===== src/rtl/bin_pack_writer.sv =====
// Packs a raster-ordered stream of 1-bit pixels, LSB-first, into bytes for a
// bit-plane frame RAM. Out-of-order addresses abort the frame.
module bin_pack_writer #(
   parameter int IMG_W  = 256,
   parameter int IMG_H  = 256,
   parameter int ADDR_W = 16
) (
   input  logic              pack_clk,
   input  logic              pack_rst_n,
   input  logic              pack_ctrl,
   input  logic              pix_valid,
   input  logic [ADDR_W-1:0] pix_address,
   input  logic              pix_bit,
   output logic              mem_we,
   output logic [ADDR_W-4:0] mem_addr,
   output logic [7:0]        mem_wdata,
   output logic              frame_done,
   output logic [1:0]        condition_led
);

   localparam int                NPIX      = IMG_W * IMG_H;
   localparam logic [ADDR_W-1:0] LAST      = ADDR_W'(NPIX - 1);
   localparam logic [ADDR_W-4:0] LAST_BYTE = LAST[ADDR_W-1:3];
   localparam bit                ODD_TAIL  = (NPIX % 8) != 0;

   typedef enum logic [2:0] {
      S_IDLE,
      S_PACK,
      S_FLUSH,
      S_DONE,
      S_ERR
   } state_t;

   state_t              state_q;
   logic                ctrl_q;
   logic [ADDR_W-1:0]   exp_q;
   logic [7:0]          shift_q;
   logic                mem_we_q;
   logic [ADDR_W-4:0]   mem_addr_q;
   logic [7:0]          mem_wdata_q;
   logic                frame_done_q;
   logic [1:0]          led_q;

   logic                start_d;
   logic [7:0]          byte_d;

   function automatic logic [7:0] put_bit(input logic [7:0] b, input logic [2:0] pos,
                                          input logic v);
      logic [7:0] r;
      r      = b;
      r[pos] = v;
      return r;
   endfunction

   assign start_d = pack_ctrl & ~ctrl_q;
   assign byte_d  = put_bit(shift_q, exp_q[2:0], pix_bit);

   always_ff @(posedge pack_clk or negedge pack_rst_n) begin
      if (!pack_rst_n) begin
         state_q      <= S_IDLE;
         ctrl_q       <= 1'b0;
         exp_q        <= '0;
         shift_q      <= '0;
         mem_we_q     <= 1'b0;
         mem_addr_q   <= '0;
         mem_wdata_q  <= '0;
         frame_done_q <= 1'b0;
         led_q        <= 2'b00;
      end else begin
         ctrl_q       <= pack_ctrl;
         mem_we_q     <= 1'b0;
         frame_done_q <= 1'b0;
         case (state_q)
            S_IDLE, S_DONE, S_ERR: begin
               if (start_d) begin
                  state_q <= S_PACK;
                  exp_q   <= '0;
                  shift_q <= '0;
                  led_q   <= 2'b01;
               end
            end
            S_PACK: begin
               if (pix_valid) begin
                  if (pix_address != exp_q) begin
                     state_q <= S_ERR;
                     shift_q <= '0;
                     led_q   <= 2'b11;
                  end else begin
                     exp_q <= exp_q + 1'b1;
                     if (exp_q[2:0] == 3'd7) begin
                        mem_we_q    <= 1'b1;
                        mem_addr_q  <= exp_q[ADDR_W-1:3];
                        mem_wdata_q <= byte_d;
                        shift_q     <= '0;
                     end else begin
                        shift_q <= byte_d;
                     end
                     // With a byte-aligned frame the last write is already out,
                     // so completion is flagged alongside it.
                     if (exp_q == LAST) begin
                        state_q      <= S_FLUSH;
                        frame_done_q <= !ODD_TAIL;
                     end
                  end
               end
            end
            S_FLUSH: begin
               state_q <= S_DONE;
               led_q   <= 2'b10;
               if (ODD_TAIL) begin
                  mem_we_q     <= 1'b1;
                  mem_addr_q   <= LAST_BYTE;
                  mem_wdata_q  <= shift_q;
                  frame_done_q <= 1'b1;
                  shift_q      <= '0;
               end
            end
            default: state_q <= S_IDLE;
         endcase
      end
   end

   assign mem_we        = mem_we_q;
   assign mem_addr      = mem_addr_q;
   assign mem_wdata     = mem_wdata_q;
   assign frame_done    = frame_done_q;
   assign condition_led = led_q;

endmodule

===== config.mk =====
export PLATFORM = sky130hd
export DESIGN_NAME = bin_pack_writer
export DESIGN_NICKNAME = d
export VERILOG_FILES = /design/src/rtl/bin_pack_writer.sv
export SDC_FILE = /design/constraint.sdc
export NUM_CORES = 1
export LEC_CHECK = 0
export BUFFER_PORTS_ARGS = -buffer_cell sky130_fd_sc_hd__buf_4
export CORE_MARGIN = 2
export CORE_UTILIZATION = 50
export CTS_CLUSTER_SIZE = 24
export DETAILED_ROUTE_END_ITERATION = 8
export PLACE_DENSITY_LB_ADDON = 0.15
export SETUP_SLACK_MARGIN = 0.3
export SYNTH_ARGS = -nofsm -noshare
export SYNTH_HDL_FRONTEND = slang
export SYNTH_SLANG_ARGS = --single-unit

===== constraint.sdc =====
create_clock -name pack_clk -period 6.35 [get_ports pack_clk]
set_input_delay 1.905 -clock pack_clk [delete_from_list [all_inputs] [get_ports pack_clk]]
set_output_delay 1.905 -clock pack_clk [all_outputs]
set_load 0.01 [all_outputs]

==> flow_metrics.env <==
export IMPL_status="finished clean"
export IMPL_pre_cts_ws_ns=2.20
export IMPL_mostFrequentLayoutCells="dfrtp_1, buf_4, nand2_1"
export IMPL_synth_edf_count=0
export IMPL_crit_chain="buf_4 -> xor2_1 -> nor4_2 -> nand4_2 -> nor2_2 -> buf_4 -> mux2_1"
export IMPL_fin_tns_setup_ns=0
export IMPL_arrival_ns=4.00
export IMPL_path_max_fanout=21
export IMPL_maxSlewHeadroom_pct=39.4
export IMPL_cts_buffers=5
export IMPL_yosys_most_used_dff="dfrtp_1"
export IMPL_wl_per_cell_microns=16.3
export IMPL_grt_max_degree=54
export IMPL_hp_class="flop to flop"
export IMPL_cts_max_path_buffers=2
export IMPL_post_route_drc_count=0
export IMPL_first_pass_iters=4
export IMPL_port_buffers=45
export IMPL_ioPinCount=46
export IMPL_avgSynthCellArea_sq_um=10.3
export IMPL_yosysWarnings=0
export IMPL_post_cts_setup_buffers=0
export IMPL_stdcell_area_sq_um=3330
export IMPL_p_int_uw=516
export IMPL_grt_pass1_vias=2202
export IMPL_cts_max_level=2
export IMPL_p_leak_nw=1.57
export IMPL_holdWs_ns=0.484
export IMPL_gr_total_overflow=0
export IMPL_dp_hpwl_mm=4.19
export IMPL_synth_cell_type_count=57
export IMPL_vias=2251
export IMPL_cpMostUsedCell="buf_4"
export IMPL_n_antenna_cell=0
export IMPL_cts_tree="yes"
export IMPL_vias_per_cell=5.85
export IMPL_path_buf_inv=2
export IMPL_final_layout_size_suffix_gt1_share_pct=21.1
export IMPL_grt_pass1_wl_mm=10.6
export IMPL_initial_core_util_pct=52.2
export IMPL_p_sw_uw=202
export IMPL_synth_fp_nets=303
export IMPL_clk_latency_ns=0.31
export IMPL_end_kind="flop"
export IMPL_cpMaxStageDelayCell="nand4_2"
export IMPL_num_rows=27
export IMPL_die_area_sq_um=6400
export IMPL_yosys_register_bits=53
export IMPL_grt_antenna_before_repair=0
export IMPL_core_sq_um=5540
export IMPL_final_setup_skew_ns=0.0146
export IMPL_critPathTopFamily="simple AND/OR/NAND/NOR gates"
export IMPL_clkTransAtPathRegs_ns=0.10
export IMPL_layout_commonest_cell="dfrtp_1"
export IMPL_finalWorstSetupSlack_ns=2.53
export IMPL_tightestPinTransition_ns=0.900
export IMPL_hold_buffers=0
export IMPL_nets=335
export IMPL_async_flop_share_pct=100
export IMPL_ys_seq_area_share_pct=45.9
export IMPL_die_y_microns=80.0
export IMPL_place_area_sq_um=3220
export IMPL_p_sw_share_pct=28.1
export IMPL_hold_viol_final=0
export IMPL_p_seq_share_pct=54.0
export IMPL_cts_sinks=53
export IMPL_pwr_share_comb_pct=14.1
export IMPL_syn_area_sq_um=2890
export IMPL_gp_congestion=0.796
export IMPL_finalCritPeriodShare_pct=60.1
export IMPL_max_stage_delay_ns=0.50
export IMPL_slew_viol_final=0
export IMPL_fmax_mhz=262
export IMPL_drtIter0Drc=120
export IMPL_crit_required_ns=6.53
export IMPL_antenna_left=0
export IMPL_period_needed_ns=3.82
export IMPL_vdd_drop_max_uv=114
export IMPL_die_w_microns=80.0
export IMPL_syn_inst=280
export IMPL_power_density_nw_per_um2=216
export IMPL_rrSetupSlack_ns=3.64
export IMPL_cap_violations=0
export IMPL_start_kind="input port"
export IMPL_area_growth_pct=15.2
export IMPL_clockPowerShare_pct=31.9
export IMPL_rsz0062_at_grt="no"
export IMPL_cts_resized=0
export IMPL_track_usage_pct=21.3
export IMPL_setup_viol=0
export IMPL_wirelength_mm=6.29
export IMPL_setup_worst_path_class="input port to flop"
export IMPL_cts_root_buf="clkbuf_8"
## synth_stat cells, drive strengths merged, types with 4 or more instances
cell type / number / area share, %
and2: 5 / 1.1
buf: 14 / 3.0
clkbuf: 9 / 1.2
dfrtp: 53 / 46
inv: 12 / 1.6
mux2: 14 / 5.5
mux2i: 17 / 5.9
nand2: 26 / 3.4
nand2b: 4 / 0.87
nand3: 12 / 2.5
nand4: 5 / 1.3
nor2: 12 / 1.6
nor3: 7 / 1.2
nor4: 8 / 2.6
o211ai: 5 / 1.3
o21ai: 4 / 0.69
o31ai: 12 / 3.1
xor2: 16 / 4.8
## per-layer routing
| layer | track usage, % | up-vias | part of all wire, % | wire length, microns |
|---|---|---|---|---|
| li1 | - | 1078 | - | - |
| met1 | 30.0 | 1091 | 48 | 3020 |
| met2 | 33.1 | 74 | 45 | 2840 |
| met3 | 3.73 | 8 | 5.4 | 337 |
| met4 | 7.63 | 0 | 1.5 | 92 |
| met5 | 0 | - | 0 | 0 |
## sequential cells by signal (all words and copies together) (netlist names)
signal	count
exp_q	16
condition_led	2
ctrl_q	1
mem_we	1
mem_wdata	8
shift_q	8
state_q	3
mem_addr	13
frame_done	1
## power groups by stage
stage          clock (mW)  sequential, mW  combinational (mW)
2_1_floorplan           0           0.369              0.0885
3_3_place_gp            0           0.395               0.102
3_5_place_dp            0           0.394               0.102
4_1_cts             0.235           0.387               0.102
5_1_grt             0.249           0.391               0.114
6_report            0.229           0.388               0.101
## worst register-to-register path, cell delays in order (launching register included)
cell and delay, ns:
dfrtp_1 0.52, xor2_1 0.22, nor4_2 0.42, nand4_2 0.50
nor2_2 0.23, buf_4 0.33, mux2_1 0.37
## worst paths after layout
check                                       startpoint                      end  cells after the start
max in group asynchronous                   pack_rst_n    exp_q[13]$_DFFE_PN0P_                      1
worst min register to register  shift_q[3]$_DFFE_PN0P_   shift_q[3]$_DFFE_PN0P_                      2
min in group asynchronous                   pack_rst_n     exp_q[8]$_DFFE_PN0P_                      1
worst max-delay path                    pix_address[5]  mem_addr[3]$_DFFE_PN0P_                      7
worst max register to register    exp_q[5]$_DFFE_PN0P_  mem_addr[3]$_DFFE_PN0P_                      6
worst min-delay path            shift_q[3]$_DFFE_PN0P_   shift_q[3]$_DFFE_PN0P_                      2
## final cells by class
class / instances / area [sq um]
Fill cell: 488 / 2210
Multi-Input combinational cell: 192 / 1400
Sequential cell: 53 / 1330
Timing Repair Buffer: 48 / 360
Tap cell: 72 / 90.1
Clock buffer: 6 / 72.6
Inverter: 12 / 45.0
Clock inverter: 2 / 38.8
## through the flow
step	power [mW]	instances	util (%)
6_report	0.718	385	60.1
5_1_grt	0.754	385	60.1
2_1_floorplan	0.457	280	-
3_3_place_gp	0.496	377	58.1
4_1_cts	0.725	385	60.1
3_5_place_dp	0.496	377	58.1
## kinds of logic after synthesis
| logic type | count (synthesis) | share of synthesized area [%] |
|---|---|---|
| buffers and inverters | 35 | 5.76 |
| DFF | 53 | 45.9 |
| muxes | 31 | 11.3 |
| and+or+nand+nor | 95 | 18.7 |
| adders and majority gates | 2 | 0.866 |
| xor gates and xnor gates | 16 | 4.85 |
| AOI/OAI and AO/OA | 48 | 12.6 |
Note: power is estimated with default switching activity, not from simulation.
